**config.mk**
```make
export PLATFORM = sky130hd
export DESIGN_NAME = multicycle_ctrl
export DESIGN_NICKNAME = d
export VERILOG_FILES = /design/src/rtl/mc_ctrl_pkg.sv /design/src/rtl/mc_op_classify.sv /design/src/rtl/multicycle_ctrl.sv
export SDC_FILE = /design/constraint.sdc
export NUM_CORES = 1
export LEC_CHECK = 0
export CORE_MARGIN = 4
export CORE_UTILIZATION = 25
export DETAILED_ROUTE_END_ITERATION = 10
export GPL_TIMING_DRIVEN = 0
export SYNTH_ARGS = -nofsm -noshare
export SYNTH_HDL_FRONTEND = slang
export SYNTH_SLANG_ARGS = --single-unit
```
**constraint.sdc**
```tcl
create_clock -name clk_i -period 2.3 [get_ports clk_i]
set_input_delay 0.345 -clock clk_i [delete_from_list [all_inputs] [get_ports clk_i]]
set_output_delay 0.345 -clock clk_i [all_outputs]
set_load 0.03 [all_outputs]
```
**src/rtl/mc_ctrl_pkg.sv**
```systemverilog
// Shared encodings for the multi-cycle MIPS-subset control sequencer:
// opcodes, funct codes, ALU ops, datapath mux selects, FSM states and the one-hot class.
package mc_ctrl_pkg;

  localparam int unsigned OP_W    = 6;
  localparam int unsigned ALUOP_W = 3;
  localparam int unsigned SEL_W   = 2;

  localparam logic [OP_W-1:0] OP_RTYPE = 6'b000000;
  localparam logic [OP_W-1:0] OP_ADDI  = 6'b001000;
  localparam logic [OP_W-1:0] OP_SLTIU = 6'b001001;
  localparam logic [OP_W-1:0] OP_ORI   = 6'b001101;
  localparam logic [OP_W-1:0] OP_LUI   = 6'b001111;
  localparam logic [OP_W-1:0] OP_BEQ   = 6'b000100;
  localparam logic [OP_W-1:0] OP_BNE   = 6'b000101;
  localparam logic [OP_W-1:0] OP_J     = 6'b000010;
  localparam logic [OP_W-1:0] OP_LW    = 6'b100011;
  localparam logic [OP_W-1:0] OP_SW    = 6'b101011;

  localparam logic [OP_W-1:0] FUNCT_SRA  = 6'd3;
  localparam logic [OP_W-1:0] FUNCT_SRAV = 6'd7;

  localparam logic [ALUOP_W-1:0] ALU_ADD   = 3'b000;
  localparam logic [ALUOP_W-1:0] ALU_OR    = 3'b001;
  localparam logic [ALUOP_W-1:0] ALU_FUNCT = 3'b010;
  localparam logic [ALUOP_W-1:0] ALU_LUI   = 3'b100;
  localparam logic [ALUOP_W-1:0] ALU_SUB   = 3'b110;
  localparam logic [ALUOP_W-1:0] ALU_SLTIU = 3'b111;

  localparam logic [SEL_W-1:0] PC_SRC_ALU    = 2'b00;
  localparam logic [SEL_W-1:0] PC_SRC_ALUOUT = 2'b01;
  localparam logic [SEL_W-1:0] PC_SRC_JUMP   = 2'b10;

  localparam logic [SEL_W-1:0] ALU_A_PC    = 2'b00;
  localparam logic [SEL_W-1:0] ALU_A_RS    = 2'b01;
  localparam logic [SEL_W-1:0] ALU_A_SHAMT = 2'b10;

  localparam logic [SEL_W-1:0] ALU_B_RT     = 2'b00;
  localparam logic [SEL_W-1:0] ALU_B_FOUR   = 2'b01;
  localparam logic [SEL_W-1:0] ALU_B_IMM    = 2'b10;
  localparam logic [SEL_W-1:0] ALU_B_IMM_SH = 2'b11;

  typedef enum logic [3:0] {
    S_FETCH    = 4'd0,
    S_DECODE   = 4'd1,
    S_EXEC_R   = 4'd2,
    S_EXEC_SH  = 4'd3,
    S_EXEC_I   = 4'd4,
    S_WB_R     = 4'd5,
    S_WB_I     = 4'd6,
    S_MEM_ADDR = 4'd7,
    S_MEM_RD   = 4'd8,
    S_MEM_WR   = 4'd9,
    S_WB_MEM   = 4'd10,
    S_BRANCH   = 4'd11,
    S_JUMP     = 4'd12
  } state_t;

  // One-hot instruction class; exactly one field is set for any op/funct.
  typedef struct packed {
    logic r;
    logic sh_imm;
    logic sh_var;
    logic addi;
    logic sltiu;
    logic ori;
    logic lui;
    logic lw;
    logic sw;
    logic beq;
    logic bne;
    logic j;
    logic illegal;
  } op_class_t;

endpackage

```
**src/rtl/mc_op_classify.sv**
```systemverilog
// Combinational opcode/funct classifier producing the one-hot instruction class.
module mc_op_classify
  import mc_ctrl_pkg::*;
(
  input  logic [OP_W-1:0] op,
  input  logic [OP_W-1:0] funct,
  output op_class_t       cls
);

  always_comb begin
    cls = '0;
    case (op)
      OP_RTYPE: begin
        if (funct == FUNCT_SRA)       cls.sh_imm = 1'b1;
        else if (funct == FUNCT_SRAV) cls.sh_var = 1'b1;
        else                          cls.r      = 1'b1;
      end
      OP_ADDI:  cls.addi    = 1'b1;
      OP_SLTIU: cls.sltiu   = 1'b1;
      OP_ORI:   cls.ori     = 1'b1;
      OP_LUI:   cls.lui     = 1'b1;
      OP_LW:    cls.lw      = 1'b1;
      OP_SW:    cls.sw      = 1'b1;
      OP_BEQ:   cls.beq     = 1'b1;
      OP_BNE:   cls.bne     = 1'b1;
      OP_J:     cls.j       = 1'b1;
      default:  cls.illegal = 1'b1;
    endcase
  end

endmodule

```
**src/rtl/multicycle_ctrl.sv**
```systemverilog
// Moore control FSM for the multi-cycle MIPS-subset datapath with memory
// ready handshake and a retired-instruction counter.
module multicycle_ctrl
  import mc_ctrl_pkg::*;
#(
  parameter int unsigned CNT_W = 32
) (
  input  logic                 clk_i,
  input  logic                 rst_i,
  input  logic [OP_W-1:0]      op_i,
  input  logic [OP_W-1:0]      funct_i,
  input  logic                 mem_ready_i,
  output logic                 pc_write_o,
  output logic                 pc_write_cond_o,
  output logic [SEL_W-1:0]     pc_source_o,
  output logic                 iord_o,
  output logic                 mem_read_o,
  output logic                 mem_write_o,
  output logic                 ir_write_o,
  output logic                 reg_write_o,
  output logic                 reg_dst_o,
  output logic                 mem_to_reg_o,
  output logic [SEL_W-1:0]     alu_src_a_o,
  output logic [SEL_W-1:0]     alu_src_b_o,
  output logic [ALUOP_W-1:0]   alu_op_o,
  output logic                 imm_ext_sel_o,
  output logic                 zero_sel_o,
  output logic                 illegal_o,
  output logic [CNT_W-1:0]     instr_count_o
);

  state_t    state_q, state_d;
  op_class_t cls_c, cls_q;
  logic      run_q;
  logic      retire_c;

  mc_op_classify u_classify (
    .op    (op_i),
    .funct (funct_i),
    .cls   (cls_c)
  );

  // run_q keeps every output low for the first cycle after reset release.
  always_ff @(posedge clk_i or posedge rst_i) begin
    if (rst_i) begin
      state_q       <= S_FETCH;
      cls_q         <= '0;
      run_q         <= 1'b0;
      instr_count_o <= '0;
    end else begin
      run_q   <= 1'b1;
      state_q <= state_d;
      if (state_q == S_DECODE) cls_q <= cls_c;
      if (retire_c) instr_count_o <= instr_count_o + CNT_W'(1);
    end
  end

  always_comb begin
    state_d         = state_q;
    retire_c        = 1'b0;
    pc_write_o      = 1'b0;
    pc_write_cond_o = 1'b0;
    pc_source_o     = PC_SRC_ALU;
    iord_o          = 1'b0;
    mem_read_o      = 1'b0;
    mem_write_o     = 1'b0;
    ir_write_o      = 1'b0;
    reg_write_o     = 1'b0;
    reg_dst_o       = 1'b0;
    mem_to_reg_o    = 1'b0;
    alu_src_a_o     = ALU_A_PC;
    alu_src_b_o     = ALU_B_RT;
    alu_op_o        = ALU_ADD;
    imm_ext_sel_o   = 1'b0;
    zero_sel_o      = 1'b0;
    illegal_o       = 1'b0;
    if (run_q) begin
      case (state_q)
        S_FETCH: begin
          mem_read_o  = 1'b1;
          alu_src_b_o = ALU_B_FOUR;
          if (mem_ready_i) begin
            ir_write_o = 1'b1;
            pc_write_o = 1'b1;
            state_d    = S_DECODE;
          end
        end
        S_DECODE: begin
          alu_src_b_o = ALU_B_IMM_SH;
          if (cls_c.r)                                       state_d = S_EXEC_R;
          else if (cls_c.sh_imm || cls_c.sh_var)             state_d = S_EXEC_SH;
          else if (cls_c.addi || cls_c.sltiu || cls_c.ori || cls_c.lui)
                                                             state_d = S_EXEC_I;
          else if (cls_c.lw || cls_c.sw)                     state_d = S_MEM_ADDR;
          else if (cls_c.beq || cls_c.bne)                   state_d = S_BRANCH;
          else if (cls_c.j)                                  state_d = S_JUMP;
          else begin
            illegal_o = 1'b1;
            state_d   = S_FETCH;
          end
        end
        S_EXEC_R: begin
          alu_src_a_o = ALU_A_RS;
          alu_op_o    = ALU_FUNCT;
          state_d     = S_WB_R;
        end
        S_EXEC_SH: begin
          alu_src_a_o = cls_q.sh_imm ? ALU_A_SHAMT : ALU_A_RS;
          alu_op_o    = ALU_FUNCT;
          state_d     = S_WB_R;
        end
        S_EXEC_I: begin
          alu_src_a_o   = ALU_A_RS;
          alu_src_b_o   = ALU_B_IMM;
          imm_ext_sel_o = cls_q.sltiu | cls_q.ori;
          if (cls_q.sltiu)    alu_op_o = ALU_SLTIU;
          else if (cls_q.ori) alu_op_o = ALU_OR;
          else if (cls_q.lui) alu_op_o = ALU_LUI;
          state_d = S_WB_I;
        end
        S_WB_R, S_WB_I: begin
          reg_write_o = 1'b1;
          reg_dst_o   = (state_q == S_WB_R);
          retire_c    = 1'b1;
          state_d     = S_FETCH;
        end
        S_MEM_ADDR: begin
          alu_src_a_o = ALU_A_RS;
          alu_src_b_o = ALU_B_IMM;
          if (cls_q.lw)      state_d = S_MEM_RD;
          else if (cls_q.sw) state_d = S_MEM_WR;
          else               state_d = S_FETCH;
        end
        S_MEM_RD: begin
          mem_read_o = 1'b1;
          iord_o     = 1'b1;
          if (mem_ready_i) state_d = S_WB_MEM;
        end
        S_MEM_WR: begin
          mem_write_o = 1'b1;
          iord_o      = 1'b1;
          if (mem_ready_i) begin
            retire_c = 1'b1;
            state_d  = S_FETCH;
          end
        end
        S_WB_MEM: begin
          reg_write_o  = 1'b1;
          mem_to_reg_o = 1'b1;
          retire_c     = 1'b1;
          state_d      = S_FETCH;
        end
        S_BRANCH: begin
          alu_src_a_o     = ALU_A_RS;
          alu_op_o        = ALU_SUB;
          pc_write_cond_o = 1'b1;
          pc_source_o     = PC_SRC_ALUOUT;
          zero_sel_o      = cls_q.bne;
          retire_c        = 1'b1;
          state_d         = S_FETCH;
        end
        S_JUMP: begin
          pc_write_o  = 1'b1;
          pc_source_o = PC_SRC_JUMP;
          retire_c    = 1'b1;
          state_d     = S_FETCH;
        end
        default: state_d = S_FETCH;
      endcase
    end
  end

  // Class bits that only steer DECODE and are not needed once registered.
  logic unused_cls;
  assign unused_cls = ^{cls_q.r, cls_q.sh_var, cls_q.addi, cls_q.beq, cls_q.j, cls_q.illegal};

endmodule

```
== Word-level counts from Yosys, hierarchy flattened ==
Index checks and enable logic that the tools add are counted.

* Register bits after elaboration: 44
* Bits of input ports: 15
* Output and inout port bits: 53
* Word-level logic and storage cells: 127

* Add/sub/neg operators: 1
* Equal/unequal tests: 26
* Mux-type cells: 72
* Bitwise gates (word level): 1
* Reductions and logical operators: 17

{| class="wikitable"
|+ Operators by type and width
! cell !! number
|-
| $mux W1 || 45
|-
| $mux W4 || 11
|-
| $add A32 B1 Y32 const B || 1
|-
| $pmux W4 S7 || 1
|-
| $eq A6 B4 Y1 const B || 4
|-
| $eq A4 B4 Y1 const B || 5
|-
| $eq A6 B3 Y1 const B || 3
|-
| $eq A4 B3 Y1 const B || 4
|-
| $mux W3 || 5
|-
| $eq A6 B2 Y1 const B || 2
|-
| $eq A6 B6 Y1 const B || 2
|-
| $reduce_or A2 Y1 || 5
|-
| $pmux W3 S3 || 1
|-
| $eq A4 B2 Y1 const B || 2
|-
| $mux W2 || 4
|-
| $pmux W2 S2 || 2
|-
| $logic_not A6 Y1 || 1
|-
| $logic_or A1 B1 Y1 || 6
|-
| $ne A2 B2 Y1 const B || 3
|-
| $pmux W2 S3 || 1
|-
| $reduce_or A5 Y1 || 1
|-
| $eq A4 B1 Y1 const B || 1
|-
| $logic_not A4 Y1 || 1
|-
| $pmux W1 S2 || 2
|-
| other kinds (4) || 4
|}

== Depth between registers and ports, before layout ==
* Depth after elaboration: 10
* Mapped depth: 7
* Depth with buffers taken out: 6

== Cells and area by module ==
Synthesis repeated with hierarchy kept, for this count alone.

* Cell total of the unflattened synthesis: 320
* Area, all modules: 2733.9 µm²

{| class="wikitable"
|+ By module, submodules not included
! module !! instances !! cells each !! area an instance (µm²) !! seq. area each (µm²)
|-
| multicycle_ctrl || 1 || 285 || 2536.2 || 1101.1
|-
| mc_op_classify || 1 || 35 || 197.7 || 0.0
|}

== Worst setup path after synthesis ==
No wires, ideal clock.

* Path kind: flip-flop to output port
* Start point: reg state_q[2]
* End point: out pc_write_o
* Arrival time: 2.308 ns
* Data required time: 1.955 ns
* Path slack: -0.353 ns
* Stages on the path, launching flop included: 7
* Buffers on the path: 1
* Cell sequence: dfrtp_1 -> clkbuf_1 -> inv_1 -> nand2_1 -> nor3_1 -> and3_1 -> or2_2

* Cells in the longest elaborated chain, start to end: 3
* Elaborated cells on any way between the ends: 4
* Classes of those cells: 1 x eq/ne; 2 x mux; 1 x reduce/logical

{| class="wikitable"
|+ RTL lines
! item !! line !! source
|-
| start: declaration || multicycle_ctrl.sv:32 || <nowiki>state_t state_q, state_d;</nowiki>
|-
| start signal: assignment || multicycle_ctrl.sv:52 || <nowiki>state_q <= state_d;</nowiki>
|-
| $eq A4 B4 Y1 or $logic_not A4 Y1 (tied branches) || multicycle_ctrl.sv:78 || <nowiki>case (state_q)</nowiki>
|-
| $pmux W1 S2 * || multicycle_ctrl.sv:78 ||
|-
| $mux W1 * || multicycle_ctrl.sv:77 || <nowiki>if (run_q) begin</nowiki>
|-
| end: declaration || multicycle_ctrl.sv:13 || <nowiki>output logic pc_write_o,</nowiki>
|}

Every way passes the cells marked *; elsewhere a longest branch is shown, timed or not.

== Worst setup path after layout ==
* Start point: reg run_q
* End point: out ir_write_o

* Cells in the longest elaborated chain, start to end: 1

{| class="wikitable"
|+ RTL lines
! item !! line !! source
|-
| start: declaration || multicycle_ctrl.sv:34 || <nowiki>logic run_q;</nowiki>
|-
| start signal: assignment || multicycle_ctrl.sv:48 || <nowiki>run_q <= 1'b0;</nowiki>
|-
| start signal: assignment || multicycle_ctrl.sv:51 || <nowiki>run_q <= 1'b1;</nowiki>
|-
| $mux W1 || multicycle_ctrl.sv:77 ||
|-
| end: declaration || multicycle_ctrl.sv:19 || <nowiki>output logic ir_write_o,</nowiki>
|}

No other way between the ends.

==> results.toml <==
[power]
leakage_nw = 1.53
power_density_nw_per_um2 = 755
vdd_drop_max_v = 0.000402

[synthesis]
ys.flop_type = "dfrtp_1"
yosys_warnings = 0
netlist_area_um2 = 2580
ys_ff_latch = 44
seq_area_frac_synth_pct = 42.6
syn_inst = 280
synth_fp_nets = 296
async_flop_share_pct = 100
synth.distinct_cells = 54
synth_edf_count = 0
avgSynthCellArea_um2 = 9.22

[cells_and_area]
synthToLayoutAreaGrowth_pct = 39.3
most-common-layout-cells = "42 x dfrtp_1, 41 x clkdlybuf4s50_1, 21 x nor2_1, 20 x nor3_1, 20 x nand2_1"
final_common_cell = "dfrtp_1"
fin_nets = 372
fin_util_pct = 36.3
layout-drive-gt1-share_pct = 19.6
diodes = 0

[drt]
drc = 0
vias = 2325
wl_per_cell_um = 14.1
drt-pass1-iter-count = 4
via_per_inst = 4.74
antenna_left = 0
drtIter0Drc = 116
routed_wirelength_um = 6930

[critical_path]
worstSetupEndpointType = "output pin"
crit_fanout = 10
slowest_stage = "dfrtp_1"
crit_chain = "clkbuf_1, nand2_2, nor3_2, and3_1, dlygate4sd2_1"
path_delay_family = "buffers and inverters"
critPathRequiredTime_ps = 1960
critPathLaunchType = "flip-flop"
slowest_delay_ps = 410
path_class = "flip-flop to output pin"
cp.buffers_inverters = 2
worst_ep_arrival_time_ps = 1890

[global_route]
grt_first_pass_wirelength_um = 11500
grt_max_degree = 33
grt_antenna_before_repair = 0
overflow = 0
grt_pass1_vias = 2334
grtUsageTotal_pct = 11.9
grt.met3_usage_pct = 2.41
busiest_layer = "met2"
grt_use_met1_pct = 16.6
use_met2_pct = 18.6

[clock_network]
clkLatencyLatePin_ps = 300
htreeDepth = 2
cts_root_buf = "clkbuf_8"
cts_buffers = 5
cts.reportedPaths.clkPinSlew_ps = 90
cts_tree = "yes"
cts_hold_buf = 0
cts_sinks = 44
clock_path_buffers = 2

[timing]
whs_ps = 309
period_share_pct = 97.2
rsz0062_at_grt = "yes"
drv_slew = 0
finClkSkew_ps = 12.7
hold_violations = 0
setup_viol = 0
clock.fmax_ghz = 0.447
min_period_ps = 2240

[outcome]
status = "complete, no violations"

[floorplanning]
num_io_pins = 68
floorplan.initialDensity_pct = 26.1
die_h_um = 110
die-width_um = 110
coreArea_um2 = 9910
num_rows = 36
dieArea_um2 = 12000

[place]
place_congestion = 0.867
port_buffers = 64
dp_hpwl_um = 5210

[worst_hold_path]
hp-class = "primary input to async pin"

[job]
maxCapViolations = 0
sequential cells by signal, indices dropped and copies added, names as in the netlist:
register,cells
instr_count_o,32
run_q,1
cls_q,7
state_q,4
final cells by class:
| cell class | count | area (um^2) |
|---|---|---|
| fillers | 1010 | 6310 |
| well taps | 133 | 166 |
| multi-input cells | 208 | 1440 |
| plain buffers | 13 | 81.3 |
| inverters | 13 | 53.8 |
| clock buffers | 6 | 82.6 |
| flip-flops and latches | 44 | 1100 |
| clock inverters | 2 | 15.0 |
| repair buffers | 71 | 657 |
repair_timing:
item                                    4_1_cts  5_1_grt
pin swaps                                     2        3
gates resized for setup                      56       37
endpoints found under the setup margin       21       13
buffers inserted                              1        5
per-layer routing:
layer	vias to the layer above	share of wire, %
met2	58	47
met1	1116	46
met4	0	1.3
li1	1145	-
met5	-	0
met3	6	5.1
final timing paths:
path,startpoint,to,slack (ps),cells after the start
setup reg to reg,state_q[1]$_DFFE_PP0P_,instr_count_o[12]$_DFFE_PP0P_,240,6
min in group clk_i,op_i[3],cls_q[8]$_DFFE_PP0P_,470,3
max in group asynchronous,rst_i,instr_count_o[12]$_DFFE_PP0P_,1510,3
hold / removal,rst_i,state_q[1]$_DFFE_PP0P_,310,2
hold reg to reg,instr_count_o[31]$_DFFE_PP0P_,instr_count_o[31]$_DFFE_PP0P_,470,1
setup / recovery,run_q$_DFF_PP0_,ir_write_o,60,5
kinds of logic (layout without fill, tap and decap cells):
group                      count (synthesis)  count (layout)  synth area share (%)
AOI/OAI and AO/OA                         41              41                  12.0
buffers and inverters                     28             105                  4.65
and+or+nand+nor                          130             130                  28.1
adders and majority gates                  1               1                 0.484
xor gates and xnor gates                  33              33                  11.2
muxes                                      2               2                 0.872
other                                      1               1                 0.145
DFF                                       44              44                  42.6
stage by stage:
step	worst slack (ps)	power, mW	std cells	setup TNS [ps]	area (um^2)
4_1_cts	-16.4	2.67	485	-16.4	3550
3_3_place_gp	-475	2.08	477	-5360	3410
5_1_grt	-80.0	2.92	490	-80.0	3600
3_5_place_dp	-495	2.10	478	-2380	3430
2_1_floorplan	-56.5	1.72	280	-56.5	2600
6_report	63.6	2.72	490	0	3600
cells in the mapped netlist, types with 2 or more instances:
master	n	share of area [%]
a32o_1	2	0.78
nor4_1	6	1.5
and4_1	2	0.68
nand3_1	15	2.9
mux2_2	2	0.87
buf_2	3	0.58
o31ai_1	2	0.58
o21ai_0	6	1.2
xor2_1	15	5.1
nor3_1	23	4.5
a21oi_1	7	1.4
nand4_1	8	1.9
nor3_2	2	0.78
a31oi_1	3	0.73
nor2_1	24	3.5
nand3b_1	4	1.2
or3_1	2	0.48
nand2b_1	3	0.73
clkbuf_1	8	1.2
xnor2_1	18	6.1
nor4_2	2	0.97
inv_1	11	1.6
and2_1	4	0.97
and3_1	4	0.97
buf_1	2	0.29
nor2b_1	2	0.48
o21a_1	3	0.87
o21bai_1	3	0.87
o41ai_1	3	1.0
o22ai_1	3	0.73
dfrtp_1	44	43
nand2_1	22	3.2
power breakdown:
group | total, mW | internal (mW) | switching (mW)
registers | 0.982 | 0.867 | 0.115
clock network | 0.520 | 0.243 | 0.276
logic | 1.22 | 0.489 | 0.727
total | 2.72 | 1.60 | 1.12
No activity file was read; power rests on OpenSTA's default activity.
